$ cat src/rtl/uart_pkg.sv
// Shared UART definitions: receiver state encoding and bit-period calculation.
package uart_pkg;

  typedef enum logic [2:0] {
    RxIdle,
    RxStart,
    RxData,
    RxStop,
    RxBreak
  } rx_state_e;

  // Clocks per bit, rounded to nearest.
  function automatic int unsigned calc_div(input int unsigned clk_hz, input int unsigned baud);
    return (clk_hz + baud / 2) / baud;
  endfunction

endpackage

$ cat src/rtl/uart_rx_fifo.sv
// Show-ahead byte FIFO for the UART receiver; simultaneous push and pop always succeed.
module uart_rx_fifo #(
  parameter int unsigned Depth = 16
) (
  input  logic       clk,
  input  logic       nrst,
  input  logic       push,
  input  logic [7:0] push_data,
  input  logic       pop,
  output logic [7:0] data,
  output logic       valid,
  output logic       full
);

  localparam int unsigned PtrW = $clog2(Depth);

  logic [7:0]      mem_q [Depth];
  logic [PtrW-1:0] wptr_q, rptr_q;
  logic [PtrW:0]   count_q;
  logic            do_push, do_pop;

  assign valid   = (count_q != '0);
  assign full    = (count_q == (PtrW + 1)'(Depth));
  assign do_pop  = pop & valid;
  // When full, a same-cycle pop frees the slot the push writes into.
  assign do_push = push & (~full | do_pop);

  always_ff @(posedge clk or negedge nrst) begin
    if (!nrst) begin
      wptr_q  <= '0;
      rptr_q  <= '0;
      count_q <= '0;
    end else begin
      if (do_push) wptr_q <= wptr_q + PtrW'(1);
      if (do_pop)  rptr_q <= rptr_q + PtrW'(1);
      if (do_push && !do_pop) begin
        count_q <= count_q + (PtrW + 1)'(1);
      end else if (do_pop && !do_push) begin
        count_q <= count_q - (PtrW + 1)'(1);
      end
    end
  end

  always_ff @(posedge clk) begin
    if (do_push) mem_q[wptr_q] <= push_data;
  end

  assign data = valid ? mem_q[rptr_q] : 8'h00;

endmodule

$ cat src/rtl/uart_rx.sv
// 8N1 UART receiver: input synchronizer, mid-bit sampling FSM, and receive FIFO.
module uart_rx
  import uart_pkg::*;
#(
  parameter int unsigned CLK_HZ     = 100_000_000,
  parameter int unsigned BAUD       = 115200,
  parameter int unsigned FIFO_DEPTH = 16
) (
  input  logic       clk,
  input  logic       nrst,
  input  logic       rxd,
  output logic [7:0] rx_data,
  output logic       rx_valid,
  input  logic       rx_ack,
  output logic       frame_err,
  output logic       overrun
);

  localparam int unsigned DIV  = calc_div(CLK_HZ, BAUD);
  localparam int unsigned CntW = $clog2(DIV);
  localparam logic [CntW-1:0] HalfLoad = CntW'(DIV / 2 - 1);
  localparam logic [CntW-1:0] BitLoad  = CntW'(DIV - 1);

  if (DIV < 4) begin : g_div_check
    $error("uart_rx: bit period must be at least 4 clocks");
  end
  if (FIFO_DEPTH < 2 || (FIFO_DEPTH & (FIFO_DEPTH - 1)) != 0) begin : g_depth_check
    $error("uart_rx: FIFO_DEPTH must be a power of two and at least 2");
  end

  rx_state_e       state_q, state_d;
  logic [CntW-1:0] cnt_q, cnt_d;
  logic [2:0]      idx_q, idx_d;
  logic [7:0]      shift_q, shift_d;
  logic [1:0]      sync_q;
  logic            frame_err_q, frame_err_d;
  logic            overrun_q, overrun_d;
  logic            rxs, tick, push, fifo_full;

  assign rxs  = sync_q[1];
  assign tick = (cnt_q == '0);

  always_ff @(posedge clk or negedge nrst) begin
    if (!nrst) begin
      sync_q      <= 2'b11;
      state_q     <= RxIdle;
      cnt_q       <= '0;
      idx_q       <= '0;
      shift_q     <= '0;
      frame_err_q <= 1'b0;
      overrun_q   <= 1'b0;
    end else begin
      sync_q      <= {sync_q[0], rxd};
      state_q     <= state_d;
      cnt_q       <= cnt_d;
      idx_q       <= idx_d;
      shift_q     <= shift_d;
      frame_err_q <= frame_err_d;
      overrun_q   <= overrun_d;
    end
  end

  always_comb begin
    state_d     = state_q;
    cnt_d       = cnt_q;
    idx_d       = idx_q;
    shift_d     = shift_q;
    push        = 1'b0;
    frame_err_d = 1'b0;
    unique case (state_q)
      RxIdle: begin
        if (!rxs) begin
          cnt_d   = HalfLoad;
          state_d = RxStart;
        end
      end
      RxStart: begin
        if (!tick) begin
          cnt_d = cnt_q - CntW'(1);
        end else if (!rxs) begin
          cnt_d   = BitLoad;
          idx_d   = 3'd0;
          state_d = RxData;
        end else begin
          state_d = RxIdle;
        end
      end
      RxData: begin
        if (!tick) begin
          cnt_d = cnt_q - CntW'(1);
        end else begin
          shift_d[idx_q] = rxs;
          cnt_d          = BitLoad;
          idx_d          = idx_q + 3'd1;
          if (idx_q == 3'd7) state_d = RxStop;
        end
      end
      RxStop: begin
        if (!tick) begin
          cnt_d = cnt_q - CntW'(1);
        end else if (rxs) begin
          push    = 1'b1;
          state_d = RxIdle;
        end else begin
          frame_err_d = 1'b1;
          state_d     = RxBreak;
        end
      end
      RxBreak: begin
        if (rxs) state_d = RxIdle;
      end
      default: state_d = RxIdle;
    endcase
  end

  assign overrun_d = push & fifo_full & ~(rx_ack & rx_valid);
  assign frame_err = frame_err_q;
  assign overrun   = overrun_q;

  uart_rx_fifo #(
    .Depth(FIFO_DEPTH)
  ) u_fifo (
    .clk      (clk),
    .nrst     (nrst),
    .push     (push),
    .push_data(shift_q),
    .pop      (rx_ack),
    .data     (rx_data),
    .valid    (rx_valid),
    .full     (fifo_full)
  );

endmodule

$ cat config.mk
export PLATFORM = sky130hd
export DESIGN_NAME = uart_rx
export DESIGN_NICKNAME = d
export VERILOG_FILES = /design/src/rtl/uart_pkg.sv /design/src/rtl/uart_rx_fifo.sv /design/src/rtl/uart_rx.sv
export SDC_FILE = /design/constraint.sdc
export NUM_CORES = 1
export LEC_CHECK = 0
export CAP_MARGIN = 20
export CORE_AREA = 5 5 121 123
export DETAILED_ROUTE_END_ITERATION = 8
export DIE_AREA = 0 0 126 128
export GPL_ROUTABILITY_DRIVEN = 1
export PLACE_DENSITY = 0.7
export SLEW_MARGIN = 20
export SYNTH_ARGS = -nofsm -noshare
export SYNTH_HDL_FRONTEND = slang
export SYNTH_SLANG_ARGS = --single-unit
$ cat constraint.sdc
create_clock -name clk -period 8.4 [get_ports clk]
set_clock_uncertainty 0.2 [all_clocks]
set_input_delay 0.84 -clock clk [delete_from_list [all_inputs] [get_ports clk]]
set_output_delay 0.84 -clock clk [all_outputs]
set_load 0.005 [all_outputs]
* Word-level counts from Yosys, hierarchy flattened
Memories as Yosys holds them, arrays and structs flattened. Index checks and enable logic that the tools add are counted.
Storage, ports and cells: bits in writable memories 128, output and inout bits 11, flip-flop bits (word level) 41, memories 1
Operators by class: bitwise operators 7, add/subtract/negate cells 6, reduce and logical (&&, ||, !) cells 15, multiplexer cells 33, equal/unequal tests 15, magnitude comparators 2
Memories:
- u_fifo.mem_q | words 16, bits a word 8, read ports 1, clocked after memory_dff 0, wr ports 1, line uart_rx_fifo.sv:17 | logic [7:0] mem_q [Depth];
Operators by type and width (count):
- $mux 10 | 5
- $pmux 10 s4 | 1
- $mux 3 | 10
- $ne 2x2->1 const B | 8
- $pmux 3 s5 | 1
- $logic_not 10->1 | 1
- $mux 5 | 2
- $sub 10x1->10 const B | 1
- $mux 1 | 9
- $add 4x1->4 const B | 2
- $bwmux 8 | 1
- $mux 8 | 1
- $reduce_and 4->1 | 2
- $eq 3x2->1 const B | 2
- $eq 3x3->1 const B | 2
- $pmux 3 s2 | 1
- $reduce_and 6->1 | 1
- $add 5x1->5 const B | 1
- $eq 5x5->1 const B | 1
- $reduce_bool 5->1 | 1
- $sub 5x1->5 const B | 1
- $and 1x1->1 | 4
- $lt 3x4->1 const B | 1
- $reduce_bool 2->1 | 2
- other kinds (13) | 17

* Logic depth before layout (Yosys ltp)
depth after elaboration 8, mapped depth 13, depth with buffers taken out 12

* Modules after synthesis
Synthesis repeated with hierarchy kept, for this count alone.
Second synthesis, totals: cell total of the unflattened synthesis 447, area total of the unflattened synthesis 7430.9 um2
Modules (own cells, without submodules):
- uart_rx_fifo | area each 5834.3 um2, times used 1, sequential area each 4169.0 um2, cells each 301
- uart_rx | area each 1596.5 um2, times used 1, sequential area each 703.2 um2, cells each 146

* Least setup slack after synthesis
Ideal clock, no wire load.
path type register to output, start reg u_fifo.rptr_q[0], end out rx_data[0], setup slack 5.370 ns, arrival time 1.990 ns, path buffers 2, data required time 7.360 ns, cell stages (with the launch flop) 6, path through dfrtp_1 > clkbuf_1 > buf_1 > mux4_2 > mux2i_1 > o22ai_1
On the way: word-level cells in the longest chain between the ends 2
RTL lines:
- from (decl) | line uart_rx_fifo.sv:18 | logic [PtrW-1:0] wptr_q, rptr_q;
- from (signal assigned) | line uart_rx_fifo.sv:35 | if (do_pop) rptr_q <= rptr_q + PtrW'(1);
- $mem_v2 16x8
- $mux 8 | line uart_rx_fifo.sv:48 | assign data = valid ? mem_q[rptr_q] : 8'h00;
- to (decl) | line uart_rx.sv:12 | output logic [7:0] rx_data,
Every way passes these cells.

* Worst setup path in the final report
Ends and elaborated chain as after synthesis.

==> results by group <==
Outcome
  • Status: finished clean

Worst hold path
  • Hold Crit Depth: 0
  • HP Class: reg2reg

Cells and area
  • Filler cells: 1039
  • Final nets: 460
  • Area of the multi-input gates: 0.002200 mm^2
  • Area growth, synth to finish: 11.43%
  • Antenna Cells: 0
  • Area occupied by registers: 0.004875 mm^2
  • Fraction of layout cells with a size suffix above 1: 0.1630

Critical path
  • Buf/Inv on CP: 2
  • Critical path type: reg2out
  • Critical path startpoint category: flop
  • Reg2Reg Depth: 11
  • CP Max Fanout: 19
  • CP max-delay cell: dfrtp_2
  • Critical path data arrival time: 3.00 ns
  • Critical path's top delay family: buffers and inverters
  • Worst Setup End Kind: output pin
  • Max stage delay on crit path: 0.72 ns
  • Stages on the worst setup path: 5
  • Crit-path cells: buf_4 -> mux4_2 -> mux2i_1 -> o22ai_1 -> clkdlybuf4s50_1
  • Critical Path RT: 7.36 ns

Floorplanning
  • I/O Pins: 15
  • Starting Density: 0.5321
  • Core area: 0.01356 mm^2
  • Die area: 0.01613 mm^2
  • Die height: 128 um
  • FP Rows: 43
  • Die width: 126 um

Timing
  • RSZ-0062 raised after global routing: no
  • Slew @ Worst Pin: 1.109 ns
  • Tcrit/Tclk final: 0.4804
  • Final setup viols: 0
  • Max-slew violations: 0
  • Minimum clock period: 4.036 ns
  • Slew margin rel.: 0.2605
  • Final worst setup slack: 4.364 ns
  • Fmax: 0.2478 GHz
  • Final hold vios: 0
  • Setup TNS: 0 ns

Drt
  • Via count: 3762
  • Via density per instance: 5.934
  • Drt first pass iters: 4
  • Routed wire length per instance: 21.32 um
  • Total routed wirelength: 13.52 mm
  • DRC violations left: 0
  • First-iteration detailed-routing DRC count: 319
  • Final ANT Viol Nets: 0

Synth
  • Synth area leader: edfxtp_1
  • Synthesized Nets: 447
  • Seq cells post-synth: 169
  • Top_reg_cell synth: edfxtp_1
  • Mapped Cells: 428
  • Ys async rst share: 0.2426
  • Distinct cell type count after synthesis: 51
  • EDFF count, synth: 128
  • Post-synth top area share: 0.5328
  • Post-synthesis cell area: 0.007214 mm^2
  • Syn avg cell area: 16.86 um^2
  • Ys Warns: 0
  • Top post-synthesis cells by area: edfxtp_1 (53%), dfrtp_1 (14%), mux4_2 (10%)
  • Seq/Total Area, Yosys: 0.6753

Pwr
  • Total power: 1.637 mW
  • Peak supply drop: 0.1498 mV
  • PD cells: 203.7 mW/mm^2
  • LEAKAGE: 3.097 nW

GRT
  • Total grt overflow: 0
  • Vias in the first global route: 3903
  • First-pass GRT wire length: 21.68 mm
  • Total GRT Usage: 0.1808
  • Pin count of the biggest net entering global routing: 42
  • Initial antenna violation count: 0

Clocking
  • Hold_buf cts: 0
  • Clock Tree Root: clkbuf_16
  • CTS tree: yes
  • PostCTS Resize Cnt: 0
  • Later-pin clock latency in the skew report: 0.43 ns
  • Setup Buffers After CTS: 0
  • CTS clk-pin slew, worst paths: 0.06 ns
  • Total CTS buffers: 17
  • CTS Sinks: 169
  • H-tree depth: 4
  • Max clock buf depth: 2

Place
  • Pre-CTS setup slack: 4.746 ns
  • RePlAce Congestion: 0.8445
  • Port buffer count: 14
  • HPWL after DPL: 8.520 mm

Job
  • Max-cap violations: 0
[cell families (layout without fill, tap and decap cells)]
| kind of cell | Yosys count | in the layout | synth area share |
|---|---|---|---|
| muxes | 60 | 60 | 0.1405 |
| adders and majority gates | 15 | 15 | 0.02706 |
| buffers and inverters | 30 | 56 | 0.01977 |
| and+or+nand+nor | 92 | 92 | 0.07753 |
| DFF | 169 | 169 | 0.6753 |
| xor gates and xnor gates | 11 | 11 | 0.01336 |
| AOI/OAI and AO/OA | 51 | 51 | 0.04648 |
[report_power, final]
group	switching [mW]	leakage (nW)	internal, mW
Combinational	0.00464	0.803	0.00135
Clock	0.306	0.263	0.434
Sequential	0.000917	2.03	0.890
Total	0.312	3.10	1.33
[final timing paths]
path | from | endpoint | slack (ns)
setup / recovery | u_fifo.rptr_q[0]$_DFFE_PN0N_ | rx_data[0] | 4.36
hold / removal | sync_q[0]$_DFF_PN1_ | sync_q[1]$_DFF_PN1_ | 0.16
setup reg to reg | cnt_q[4]$_DFFE_PN0P_ | u_fifo.count_q[4]$_DFFE_PN0P_ | 5.14
hold reg to reg | sync_q[0]$_DFF_PN1_ | sync_q[1]$_DFF_PN1_ | 0.16
max in group asynchronous | nrst | u_fifo.rptr_q[0]$_DFFE_PN0N_ | 7.01
min in group asynchronous | nrst | cnt_q[5]$_DFFE_PN0P_ | 0.35
[layer usage]
metal  vias up  track usage  share of wire
met5         -            0              0
met4         0      0.06625          0.012
met3        13      0.05000          0.046
met2        80       0.2967           0.52
met1      1954       0.2332           0.42
li1       1715            -              -
[layout by cell type (no fill, tap or decap), types with 5 or more instances in the layout]
master           synthesis  layout
dfrtp_1                 39      37
inv_1                    9       9
xnor2_1                  9       9
clkdlybuf4s50_1          0      13
nor3b_1                  7       7
edfxtp_1               128     128
nand3_1                  5       5
o21ai_0                 14      14
clkbuf_16                0      17
a21oi_1                  5       5
o31ai_1                  8       8
and2_1                  16      16
mux2i_1                 18      18
ha_1                    14      14
o22ai_1                 10      10
clkinvlp_4               0       5
nand2_1                 11      11
mux2_1                   8       8
nor3_1                   8       8
mux4_2                  32      32
nor2_1                  14      14
[cell usage after synthesis (4+ instances only)]
| library cell | number |
|---|---|
| edfxtp_1 | 128 |
| dfrtp_1 | 39 |
| mux4_2 | 32 |
| mux2i_1 | 18 |
| and2_1 | 16 |
| ha_1 | 14 |
| nor2_1 | 14 |
| o21ai_0 | 14 |
| clkbuf_1 | 11 |
| nand2_1 | 11 |
| o22ai_1 | 10 |
| inv_1 | 9 |
| xnor2_1 | 9 |
| mux2_1 | 8 |
| nor3_1 | 8 |
| o31ai_1 | 8 |
| nor3b_1 | 7 |
| buf_1 | 6 |
| a21oi_1 | 5 |
| nand3_1 | 5 |
| buf_6 | 4 |
| nand3b_1 | 4 |
| or3_1 | 4 |
[area by class of cell]
type / count / area share
Clock buffer: 19 / 0.05385
Clock inverter: 13 / 0.01619
Inverter: 9 / 0.004202
Multi-Input combinational cell: 229 / 0.2736
Sequential cell: 169 / 0.6064
Tap cell: 180 / 0.02802
Timing Repair Buffer: 15 / 0.01774
[state kept, by name, indices dropped and copies added, names as in the netlist]
| name | flops |
|---|---|
| state_q | 3 |
| u_fifo.count_q | 5 |
| overrun | 1 |
| u_fifo.mem_q | 128 |
| frame_err | 1 |
| cnt_q | 10 |
| u_fifo.wptr_q | 4 |
| sync_q | 2 |
| u_fifo.rptr_q | 4 |
| idx_q | 3 |
| shift_q | 8 |
[per-stage QoR]
| step | area [um^2] | util | instances | hold WS, ns |
|---|---|---|---|---|
| 2_1_floorplan | 7214 | - | 428 | 0.1452 |
| 6_report | 8039 | 0.5929 | 634 | 0.1627 |
| 3_5_place_dp | 7476 | 0.5514 | 602 | 0.1544 |
| 4_1_cts | 8039 | 0.5929 | 634 | 0.1630 |
| 3_3_place_gp | 7476 | 0.5514 | 602 | 0.1464 |
| 5_1_grt | 8039 | 0.5929 | 634 | 0.1708 |
No activity file was read; power rests on OpenSTA's default activity.
